===== config.mk =====
export PLATFORM = sky130hd
export DESIGN_NAME = abc_de_responder
export DESIGN_NICKNAME = d
export VERILOG_FILES = /design/src/rtl/abc_de_pkg.sv /design/src/rtl/abc_de_dly.sv /design/src/rtl/abc_de_responder.sv
export SDC_FILE = /design/constraint.sdc
export NUM_CORES = 1
export LEC_CHECK = 0
export ABC_AREA = 1
export CORE_AREA = 2 2 39 41
export DETAILED_ROUTE_END_ITERATION = 6
export DIE_AREA = 0 0 41 43
export DONT_BUFFER_PORTS = 1
export PLACE_DENSITY_LB_ADDON = 0.3
export SETUP_SLACK_MARGIN = 0.3
export SLEW_MARGIN = 20
export SYNTH_ARGS = -nofsm -noshare
export SYNTH_HDL_FRONTEND = slang
export SYNTH_HIERARCHICAL = 1
export SYNTH_SLANG_ARGS = --single-unit

===== constraint.sdc =====
create_clock -name clk -period 3.2 [get_ports clk]
set_input_delay 0.32 -clock clk [delete_from_list [all_inputs] [get_ports clk]]
set_output_delay 0.32 -clock clk [all_outputs]
set_load 0.005 [all_outputs]

===== src/rtl/abc_de_pkg.sv =====
// Shared constants for the a-b-c detector / delayed-response block.
package abc_de_pkg;

  localparam int unsigned E_DLY_MIN = 1;
  localparam int unsigned E_DLY_MAX = 4;
  localparam int unsigned CNT_W_DEF = 8;

endpackage


===== src/rtl/abc_de_dly.sv =====
// Response delay line: every input pulse reappears exactly DEPTH cycles later.
module abc_de_dly
  import abc_de_pkg::*;
#(
  parameter int unsigned DEPTH = 2
) (
  input  logic clk,
  input  logic rst_n,
  input  logic in,
  output logic out,
  output logic busy
);

  logic [DEPTH-1:0] sr;

  generate
    if (DEPTH < E_DLY_MIN || DEPTH > E_DLY_MAX) begin : g_bad_depth
      $error("abc_de_dly: DEPTH out of range");
    end
  endgenerate

  // Shifting keeps back-to-back pulses distinct, so each one yields its own strobe.
  always_ff @(posedge clk or negedge rst_n) begin
    if (!rst_n) begin
      sr <= '0;
    end else begin
      sr <= (sr << 1) | DEPTH'(in);
    end
  end

  assign out = sr[DEPTH-1];

  // Outstanding means a pulse is still travelling and has not reached the output stage.
  generate
    if (DEPTH > 1) begin : g_busy
      assign busy = |sr[DEPTH-2:0];
    end else begin : g_no_busy
      assign busy = 1'b0;
    end
  endgenerate

endmodule


===== src/rtl/abc_de_responder.sv =====
// Detects a##1 b##1 c, acknowledges with d, issues e a fixed delay later, keeps status.
module abc_de_responder
  import abc_de_pkg::*;
#(
  parameter int unsigned E_DLY = 2,
  parameter int unsigned CNT_W = CNT_W_DEF
) (
  input  logic             clk,
  input  logic             rst_n,
  input  logic             en,
  input  logic             a,
  input  logic             b,
  input  logic             c,
  output logic             d,
  output logic             e,
  output logic             busy,
  output logic [CNT_W-1:0] match_cnt,
  output logic             ovl_err
);

  logic a_q;
  logic ab_q;

  generate
    if (E_DLY < E_DLY_MIN || E_DLY > E_DLY_MAX) begin : g_bad_dly
      $error("abc_de_responder: E_DLY must be in 1..4");
    end
  endgenerate

  // Sequence history runs regardless of en so a match can straddle an en edge.
  always_ff @(posedge clk or negedge rst_n) begin
    if (!rst_n) begin
      a_q  <= 1'b0;
      ab_q <= 1'b0;
    end else begin
      a_q  <= a;
      ab_q <= a_q & b;
    end
  end

  assign d = ab_q & c & en;

  abc_de_dly #(
    .DEPTH (E_DLY)
  ) u_dly (
    .clk   (clk),
    .rst_n (rst_n),
    .in    (d),
    .out   (e),
    .busy  (busy)
  );

  // Saturating match counter.
  always_ff @(posedge clk or negedge rst_n) begin
    if (!rst_n) begin
      match_cnt <= '0;
    end else if (d && (match_cnt != '1)) begin
      match_cnt <= match_cnt + CNT_W'(1);
    end
  end

  // Sticky: a new match arrived before the previous response was issued.
  always_ff @(posedge clk or negedge rst_n) begin
    if (!rst_n) begin
      ovl_err <= 1'b0;
    end else if (d && busy) begin
      ovl_err <= 1'b1;
    end
  end

endmodule


==> results.md, run 1 <==
* Clock Skew at 0.000659 ns
* Share of cells above drive strength 1 at 15.6%
* RR Endpoint: match_cnt[3]
* Initial antenna violation count at 0
* Dominant cells by area after synthesis: dfrtp_1 52%, nand2_1 16%, inv_1 4.2%
* Net Sw Frac at 30.1%
* Pwr Total at roughly 0.00037 W
* # rows at 14
* Postcts setup bufs at 0
* First-pass GRT wire length at 1.87 mm
* Post-Place Cell Area at 646 um2
* Post-synthesis mux area share at 0%
* GR Overflow Total at 0
* Reg2Reg Setup Slack at 1.85 ns
* Pin count of the biggest net entering global routing at 14
* Area Growth Syn to Fin at 9.00%
* Synthesized area per cell at 8.69 um2
* Worst Hold Class: primary input to register
* Main combinational cell family by area after synthesis: simple AND/OR/NAND/NOR gates
* Reg2reg start: match_cnt[0]
* Rel. slew slack at 62.1%
* Minimum clock period at 1.35 ns
* TritonRoute pass-1 iters at 4
* Pleak at 0.364 nW
* Startpoint Class: register
* Vias per cell at 4.67
* Worst-margin pin slew at about 0.57 ns
* Core Util, Final at between 40% and 50%
* Cell internal pwr at 0.000257 W
* Starting Density at roughly 45%
* Synth warn at 6
* Clock latency at the later pin of the worst-skew pair at around 0.27 ns
* Required time worst endpoint at about 3.4 ns
* Status: finished clean
* CTS Buf Count at 3
* Most used cell, CP: nand2_1
* Crit path max-delay family: simple AND/OR/NAND/NOR gates
* Post-synthesis xor/xnor area fraction at 4.20%
* Clk slew on worst S/H paths at 0.08 ns
* Synth unique cells at 19
* Post-synth top area share at a little over half
* Overall Global Routing Usage at 16.4%
* Critical-path maximum fanout at 8
* Flop pwr share at between 50 and 60%
* WL per Instance at 11.5 um
* Worst setup endpoint: match_cnt[3]
* Dpl hpwl at 809 um
* Max cap viols at 0
* Sequential element share of the synthesized area at a little over half
* Die Width at about 40 um
* Clock Sinks at 13
* Number of global-route vias before repair at 442
* Total core area at 1380 um2
* Final-stage net count at 85
* ANT cells at 0
* Worst path cell trace: ha_1 > nand2_2 > nor2_2 > nand2_4 > nand2_8 > inv_4 > nand2_1 > nand2_1
* Switching power at 0.000111 W
* Die area at 1760 um2
* CTS tree: built
* Fin. max-slew vios at 0
* Die Ht at 43 um
* Fin crit share at 42.2%
* Simple-Gate Fraction of Synth Area at 31.8%
* Cells after synthesis at 72
* Mapped Nets at 79
* Post_cts resized at 0
* Filler Cell Count at 136
* Unrepaired setup endpoints after global routing: no
* 1st-iter DRT viols at 6
* RePlAce Congestion at 0.795
* Clock Tree Buf Depth at 2
* I/O Pins at 18
* Levels on crit path at 8
* FF/Latch Area at about 330 um2
* Critical path origin: match_cnt[0]
* Worst Path Buf+Inv at 1
* Syn Std Cell Area at 626 um2
* Synth Area in Adders at 2.00%
* Comb pwr share at around 15%
* Root Driver: clkbuf_4
* CP max-delay cell: dfrtp_1
* Critical Path AT at 1.52 ns
* Crit path kind: register to register
* H-tree levels at 1
* DRC at 0
* Top achievable clock speed at 740 MHz
* DR vias at 434
* Clk pwr share at a little over a quarter
* # setup viols final at 0
* Final ANT Viol Nets at 0
* Cell taking the most area after synthesis: dfrtp_1
* Final instance area at 682 um2
* Max rail drop VDD at roughly 0.28 mV
* Aggregate routed wire length at 1.07 mm
* Multi-input gate area in the final layout at 260 um2
* Final Hold Fails at 0
* Compound-Gate Fraction of Synth Area at 3.60%
* Worst setup EP type: register
* Pwr dens at 539 nW/um2
* Max incr delay on CP at 0.45 ns
* Setup tns final at 0 ns
* Input/output buffers at 0
* Reg2Reg Depth at 8
* Seq cells post-synth at 13
## area by class of cell
cell class	instances	area share (%)
Sequential cell	13	47.7
Inverter	10	5.87
Clock buffer	4	3.85
Tap cell	16	2.94
Timing Repair Buffer	1	1.47
Multi-Input combinational cell	49	38.2
## power by group through the flow
stage          registers (W)   logic, W  clock network (W)
5_1_grt             0.000217  0.0000666           0.000115
4_1_cts             0.000214  0.0000564           0.000105
3_3_place_gp        0.000216  0.0000512                  0
2_1_floorplan       0.000210  0.0000445                  0
6_report            0.000213  0.0000551          0.0000995
3_5_place_dp        0.000218  0.0000512                  0
## layout by cell type, fill, tap and decap left out
cell type and n:
nand2_2 2, inv_1 7, xnor2_1 1, nor2_2 2, a21o_1 1, clkinv_1 1
nor2_1 5, clkbuf_4 3, dlygate4sd3_1 1, nand3_1 3, ha_1 1, o21ai_0 1
nor2_4 1, inv_4 1, nand2_1 26, xor2_1 2, clkbuf_1 1, inv_2 1
o21ai_1 2, nand2_4 1, nand2_8 1, dfrtp_1 13
## sequential cells by signal, indices dropped and copies added (netlist names)
register / cells
a_q: 1
ab_q: 1
match_cnt: 8
ovl_err: 1
u_dly/sr: 2
## how the worst min path moves through the flow
| stage | start | end | slack, ns | cells after the start |
|---|---|---|---|---|
| CTS | a | a_q | 0.06 | 0 |
| global route | a | a_q | 0.04 | 0 |
| detailed placement | rst_n | u_dly/sr[1] | 0.02 | 0 |
| global placement | rst_n | u_dly/sr[1] | 0.02 | 0 |
| finish | a | a_q | 0.07 | 0 |
| floorplan | rst_n | a_q | 0.02 | 0 |
## kinds of logic after synthesis
family | count (synthesis)
AO/OA/AOI/OAI | 4
buffers and inverters | 10
flip-flops | 13
AND/OR/NAND/NOR | 41
XOR/XNOR | 3
adder cells (fa/ha/maj) | 1
## stage by stage
step	std cells	worst slack [ns]	hold WS (ns)
2_1_floorplan	72	1.98	0.0244
3_5_place_dp	88	1.85	0.0248
6_report	93	1.85	0.0718
3_3_place_gp	88	1.88	0.0247
4_1_cts	93	1.84	0.0594
5_1_grt	93	1.72	0.0424
## layer usage
layer  vias to the layer above  GRT usage (%)  routed length, um
met5                         -              0                  0
met4                         0           12.0                 15
met3                         2           5.24                 41
met2                         9           22.5                518
met1                       196           20.7                489
li1                        227              -                  -
## Yosys cell counts
| cell type | count |
|---|---|
| clkinv_1 | 1 |
| nand2_8 | 1 |
| inv_4 | 1 |
| xnor2_1 | 1 |
| ha_1 | 1 |
| nor2_2 | 2 |
| nor2_4 | 1 |
| o21ai_0 | 1 |
| inv_2 | 1 |
| nand2_1 | 26 |
| inv_1 | 7 |
| nand2_2 | 2 |
| nor2_1 | 5 |
| xor2_1 | 2 |
| nand3_1 | 3 |
| o21ai_1 | 2 |
| nand2_4 | 1 |
| dfrtp_1 | 13 |
| a21o_1 | 1 |
## timing repair
action / 4_1_cts / 5_1_grt
endpoints found under the setup margin: 0 / 0
hold buffers: 1 / 0
endpoints found under the hold margin: 13 / 0
Note: power is estimated with default switching activity, not from simulation.
==> run 2, diff against run 1 <==
Clock period 3.2 ns to 1.3 ns, I/O delays scaled along.
==> run 2 against run 1 <==
- core utilization increased by 8.5 points
- final cell count increased by 6.5%
- via count increased by 9.7%
- total power increased to 2.8 times the previous value
- largest cell class unchanged
- highest routed layer unchanged
==> results.md, run 2 (same netlist as run 1, synthesis figures left out) <==
* Crit path kind: register to register
* Root Driver: clkbuf_4
* Final Hold Fails at 0 (unchanged)
* Die Width at 41 um (unchanged)
* Final instance area at 800 um2 (+17%)
* RePlAce Congestion at 0.783 (-1.5%)
* Core Util, Final at 57.8% (+8.5 points)
* Pin count of the biggest net entering global routing at 14 (unchanged)
* Clk slew on worst S/H paths at 0.08 ns (about the same)
* Final ANT Viol Nets at 0 (unchanged)
* DR vias at 476 (+9.7%)
* Worst Hold Class: primary input to register
* Minimum clock period at 1.14 ns (-0.210 ns)
* Number of global-route vias before repair at 458 (+3.6%)
* Overall Global Routing Usage at 15.5% (-0.93 points)
* Starting Density at 45.2% (unchanged)
* Startpoint Class: register
* Crit path max-delay family: simple AND/OR/NAND/NOR gates
* Regs by FF count: match_cnt: 8 flops, u_dly/sr: 2 flops
* Max incr delay on CP at 0.46 ns (about the same)
* ANT cells at 0 (unchanged)
* H-tree levels at 1 (unchanged)
* Top achievable clock speed at 876 MHz (+18%)
* I/O Pins at 18 (unchanged)
* CP max-delay cell: dfrtp_1
* GRT busiest layer: met2
* Share of cells above drive strength 1 at 33.7% (+18 points)
* Met2 Usage GRT at 22.2% (-0.31 points)
* Initial antenna violation count at 0 (unchanged)
* Filler Cell Count at 119 (-13%)
* M1 GR Usage at 19.6% (-1.1 points)
* Die Ht at 43 um (unchanged)
* Status: finished clean
* 1st-iter DRT viols at 5 (-1)
* Input/output buffers at 0 (unchanged)
* Area Growth Syn to Fin at 27.8%
* Biggest register: match_cnt
* Required time worst endpoint at 1.47 ns (-1.89 ns)
* Max rail drop VDD at 0.960 mV (+250%)
* Die area at 1760 um2 (unchanged)
* Pwr dens at 1290 nW/um2 (+140%)
* Fin crit share at 87.8% (+46 points)
* Clock Skew at 0.00303 ns (+0.00237 ns)
* # rows at 14 (unchanged)
* Dpl hpwl at 768 um (-5.0%)
* Setup tns final at 0 ns (unchanged)
* Place WS at 0.120 ns (-1.73 ns)
* Aggregate routed wire length at 1.05 mm (-1.5%)
* # setup viols final at 0 (unchanged)
* Commonest cells after routing, fill and taps aside: 21 x nand2_1, 12 x dfrtp_1, 6 x inv_1, 6 x nand2_2, 4 x nor2_1
* Final worst slack at 0.159 ns (-1.69 ns)
* Final-stage net count at 91 (+7.1%)
* Clock Sinks at 13 (unchanged)
* Clock Tree Buf Depth at 2 (unchanged)
* TritonRoute pass-1 iters at 2 (-2)
* Clock latency at the later pin of the worst-skew pair at 0.27 ns (about the same)
* Commonest non-fill, non-tap cell in the layout: nand2_1
* Unrepaired setup endpoints after global routing: yes
* DRC at 0 (unchanged)
* Critical Path AT at 1.31 ns (-0.21 ns)
* Post-Place Cell Area at 668 um2 (+3.5%)
* Global Route met3 Usage at 4.19% (-1.0 points)
* Vias per cell at 4.81 (+3.0%)
* Worst setup EP type: register
* Most used cell, CP: nand2_2
* Max cap viols at 0 (unchanged)
* Max FFs per register at 8 (unchanged)
* Worst Path Buf+Inv at 1 (unchanged)
* CTS Buf Count at 3 (unchanged)
* GR Overflow Total at 0 (unchanged)
* Pleak at 0.407 nW (+12%)
* WL per Instance at 10.6 um (-7.5%)
* Rel. slew slack at 62.1% (about the same)
* Total core area at 1380 um2 (unchanged)
* CTS tree: built
* First-pass GRT wire length at 1.84 mm (-1.8%)
* Worst-margin pin slew at 0.566 ns (+0.000238 ns)
* Fin. max-slew vios at 0 (unchanged)
* Worst path cell trace: nand2_2 > nor2_4 > nand2_4 > nand2_8 > inv_6 > nand2_2 > nand2_1
* Critical-path maximum fanout at 8 (unchanged)
==> run 2: final timing paths <==
check / start / end / slack [ns] / cells after the start
min reg2reg: u_dly/sr[0] / u_dly/sr[1] / 0.43 / 0
min: c / u_dly/sr[0] / 0.02 / 2
min in group asynchronous: rst_n / u_dly/sr[0] / 0.28 / 1
max reg2reg: match_cnt[3] / match_cnt[3] / 0.16 / 7
max: match_cnt[3] / match_cnt[3] / 0.16 / 7
max in group asynchronous: rst_n / match_cnt[2] / 0.61 / 1
==> run 2: power breakdown <==
group,total [W],internal [W],switching (W)
sequential,0.000531,0.000456,0.0000749
clock,0.000249,0.000114,0.000135
combinational,0.000252,0.000134,0.000118
total,0.00103,0.000704,0.000328
==> run 2: worst register-to-register path: cells and delay by family, from the launching register on <==
family / cells / cell delay [ns]
buffers and inverters: 1 / 0.05
and+or+nand+nor: 6 / 0.53
DFF: 1 / 0.46
==> run 2: cell type report <==
cell class                      count  area (um2)  area share, %
Sequential cell                    13         327           40.8
Multi-Input combinational cell     49         313           39.1
Timing Repair Buffer                7        67.6           8.45
Inverter                           10        45.0           5.63
Clock buffer                        3        22.5           2.82
Tap cell                           16        20.0           2.50
Clock inverter                      1        5.00          0.626
==> run 2: per-stage QoR <==
step,cells,hold WS [ns],power (W)
floorplan,72,-0.166,0.000633
global placement,90,-0.165,0.000687
detailed placement,90,-0.165,0.000690
CTS,99,0.0617,0.000995
global route,99,0.00643,0.00110
finish,99,0.0162,0.00103
==> run 2: repair_timing <==
item                                    CTS  global route
gates resized for setup                   8             9
hold buffers                              3             0
setup buffers                             2             0
cloned                                    0             0
pin swaps                                 5             5
hold endpoints to repair                 15             0
endpoints found under the setup margin    8             9
==> run 2: per-layer routing <==
layer  vias to the layer above  wire length [um]  part of all wire, %
met2                        13               532                   51
met5                         -                 0                    0
met4                         0                20                  1.9
met1                       219               429                   41
met3                         4                66                  6.3
li1                        240                 -                    -
==> run 3, diff against run 2 <==
Settings changed: ABC_AREA 1 to unset, HOLD_SLACK_MARGIN set to 0.15.
==> run 3 against run 2 <==
- the flow now finishes with violations (negative setup slack)
- synthesized cell count down 38%
- global-route usage down 0.67 points
- clock skew up 0.00084 ns
- critical path depth down 3
- hold slack better by 0.13 ns
- first-iteration DRC count down 60%
- register-to-register slack worse by 0.16 ns
- via count down 12%
- sequential power up 0.8%
- final area up 4.4%
- sequential cell count unchanged
- final cell count down 13%
- critical path type unchanged
- critical endpoint is now match_cnt[7]
- largest cell class unchanged
==> results.md, run 3 <==
* Status: complete, but fails checks
* Failing checks: negative setup slack
* GR Overflow Total at 0 (unchanged)
* Die Ht at 43 um (unchanged)
* Worst-margin pin slew at 0.564 ns (-0.00272 ns)
* Synth unique cells at 23 (+4)
* Final-stage net count at 78 (-14%)
* Startpoint Class: register
* Worst path cell trace: and3_1 > nand4_1 > nor2_1 > mux2_2
* Total core area at 1380 um2 (unchanged)
* Input/output buffers at 0 (unchanged)
* # rows at 14 (unchanged)
* Biggest register: match_cnt
* Die area at 1760 um2 (unchanged)
* Clk pwr share at 20.5% (-3.6 points)
* Regs by FF count: match_cnt: 8 flops, u_dly/sr: 2 flops
* Crit path max-delay family: simple AND/OR/NAND/NOR gates
* Max rail drop VDD at 1.07 mV (+11%)
* Pwr Total at 0.00118 W (+15%)
* Sequential element share of the synthesized area at 58.3% (+6.3 points)
* Seq cells post-synth at 13 (unchanged)
* Die Width at 41 um (unchanged)
* WL per Instance at 12.6 um (+19%)
* # setup viols final at 1 (+1)
* Fin crit share at 100% (+12 points)
* Top-count cell post-synth: dfrtp_1
* Worst Hold Class: primary input to register
* EDFF count, synth at 0 (unchanged)
* Required time worst endpoint at 1.46 ns (about the same)
* Cell taking the most area after synthesis: dfrtp_1
* Final worst slack at -0.000499 ns (-0.159 ns)
* Pleak at 0.405 nW (-0.35%)
* CP max-delay cell: dfrtp_1
* H-tree levels at 1 (unchanged)
* Number of global-route vias before repair at 418 (-8.7%)
* Minimum clock period at 1.30 ns (+0.159 ns)
* Dominant cells by area after synthesis: dfrtp_1 58%, mux2_2 4.0%, o31ai_4 3.8%
* CTS Hold Bufs at 3 (unchanged)
* Dpl hpwl at 813 um (+5.8%)
* DRC at 0 (unchanged)
* Final instance area at 835 um2 (+4.4%)
* DR vias at 419 (-12%)
* Post-synth top cells: 13 x dfrtp_1, 5 x nand2_1, 4 x nor2_1
* Cells after synthesis at 45 (-38%)
* Max incr delay on CP at 0.40 ns (-0.06 ns)
* Worst setup EP type: register
* RePlAce Congestion at 0.849 (+8.3%)
* Max cap viols at 0 (unchanged)
* Fin. max-slew vios at 0 (unchanged)
* Post-synth ARST share at 100% (unchanged)
* Main synth FF type: dfrtp_1
* Setup tns final at -0.000499 ns (-0.000499 ns)
* First-pass GRT wire length at 1.69 mm (-7.9%)
* Rel. slew slack at 62.3% (+0.18 points)
* I/O Pins at 18 (unchanged)
* Post-synth top area share at 58.3% (+6.3 points)
* Final Hold Fails at 0 (unchanged)
* Clock Skew at 0.00388 ns (+0.000844 ns)
* Filler Cell Count at 120 (+0.84%)
* Synthesized area per cell at 12.4 um2 (+43%)
* TritonRoute pass-1 iters at 4 (+2)
* Clk slew on worst S/H paths at 0.08 ns (about the same)
* Place WS at -0.0140 ns (-0.134 ns)
* Area Growth Syn to Fin at 49.6%
* Vias per cell at 4.87 (+1.3%)
* Final ANT Viol Nets at 0 (unchanged)
* Clock Sinks at 13 (unchanged)
* Pin count of the biggest net entering global routing at 14 (unchanged)
* Critical-path maximum fanout at 3 (-5)
* Worst Path Buf+Inv at 0 (-1)
* Crit path kind: register to register
* Critical Path AT at 1.46 ns (+0.15 ns)
* Starting Density at 40.3% (-4.9 points)
* Clock latency at the later pin of the worst-skew pair at 0.28 ns (about the same)
* Root Driver: clkbuf_4
* Commonest cells after routing, fill and taps aside: 11 x dfrtp_1, 11 x buf_4, 7 x buf_6, 4 x nand2_1
* Synth warn at 6 (unchanged)
* Post-Place Cell Area at 694 um2 (+3.9%)
* Unrepaired setup endpoints after global routing: yes
* ANT cells at 0 (unchanged)
* CTS Buf Count at 3 (unchanged)
* Net Sw Frac at 29.2% (-2.6 points)
* Comb pwr share at 34.3% (+9.9 points)
* Flop pwr share at 45.2% (-6.2 points)
* Switching power at 0.000346 W (+5.4%)
* CTS tree: built
* Pwr dens at 1420 nW/um2 (+10%)
* Overall Global Routing Usage at 14.8% (-0.67 points)
* Max FFs per register at 8 (unchanged)
* Clock Tree Buf Depth at 2 (unchanged)
* 1st-iter DRT viols at 2 (-3)
* Top achievable clock speed at 769 MHz (-12%)
* Syn Std Cell Area at 558 um2 (-11%)
* Mapped Nets at 52 (-34%)
* Share of cells above drive strength 1 at 52.9% (+19 points)
* Initial antenna violation count at 0 (unchanged)
* Aggregate routed wire length at 1.09 mm (+3.5%)
* Cell internal pwr at 0.000839 W (+19%)
[run 3: cell count changes after synthesis, moves of 2 or more]
cell,change
nand2_1,-21
inv_1,-7
a21oi_1,+2
mux2_2,+2
mux2i_1,+2
nand3_1,-2
nor2_2,-2
o21ai_1,-2
[run 3: timing repair]
action | 4_1_cts | 5_1_grt
buffers inserted | 4 | 1
hold endpoints to repair | 16 | 1
pin swaps | 2 | 3
resized for setup | 6 | 6
endpoints found under the setup margin | 11 | 14
[run 3: routing by layer]
metal,global-route usage [%],wire length [um]
met3,4.71,71
met5,0,0
met4,6.00,19
met2,22.8,546
met1,18.4,448
[run 3: cell type report]
| type | count | area, um2 | area share, % |
|---|---|---|---|
| clock buffer | 3 | 22.5 | 2.70 |
| inverter | 1 | 3.75 | 0.450 |
| tap | 16 | 20.0 | 2.40 |
| sequential | 13 | 328 | 39.3 |
| multi-input combinational | 31 | 264 | 31.6 |
| timing repair buffer | 21 | 191 | 22.9 |
| clock inverter | 1 | 5.00 | 0.600 |
[run 3: cells by family after synthesis]
| kind of cell | after synthesis | synth area share [%] |
|---|---|---|
| adders and majority gates | 1 | 2.24 |
| AOI/OAI and AO/OA | 5 | 8.07 |
| xor gates and xnor gates | 2 | 3.14 |
| muxes | 5 | 10.3 |
| buffers and inverters | 1 | 0.672 |
| DFF | 13 | 58.3 |
| and+or+nand+nor | 18 | 17.3 |
[run 3: final timing paths]
path / from / to / slack, ns / cells past startpoint
max: match_cnt[0] / match_cnt[7] / -0.0005 / 4
min: en / u_dly/sr[0] / 0.15 / 3
max reg2reg: match_cnt[0] / match_cnt[7] / -0.0005 / 4
min reg2reg: u_dly/sr[0] / u_dly/sr[1] / 0.45 / 0
max in group asynchronous: rst_n / match_cnt[1] / 0.62 / 1
min in group asynchronous: rst_n / u_dly/sr[1] / 0.28 / 1
[run 3: worst reg2reg max path: cells and delay by family, from the launching register on]
kind / cells / cell delay [ns]
mux: 1 / 0.33
simple gates: 3 / 0.46
flops: 1 / 0.40
[run 3: power by group through the flow]
| stage | sequential (W) | combinational (W) | clock (W) |
|---|---|---|---|
| floorplan | 0.000563 | 0.000141 | 0 |
| global placement | 0.000538 | 0.000299 | 0 |
| detailed placement | 0.000543 | 0.000302 | 0 |
| CTS | 0.000527 | 0.000377 | 0.000251 |
| global route | 0.000549 | 0.000445 | 0.000279 |
| finish | 0.000535 | 0.000407 | 0.000243 |
[run 3: metrics by stage]
stage               hold slack [ns]  utilization (%)  std cells
finish                        0.146             60.3         86
global route                  0.131             60.3         86
CTS                           0.147             58.4         85
detailed placement           -0.165             50.2         74
global placement             -0.165             50.2         74
floorplan                    -0.166                -         45
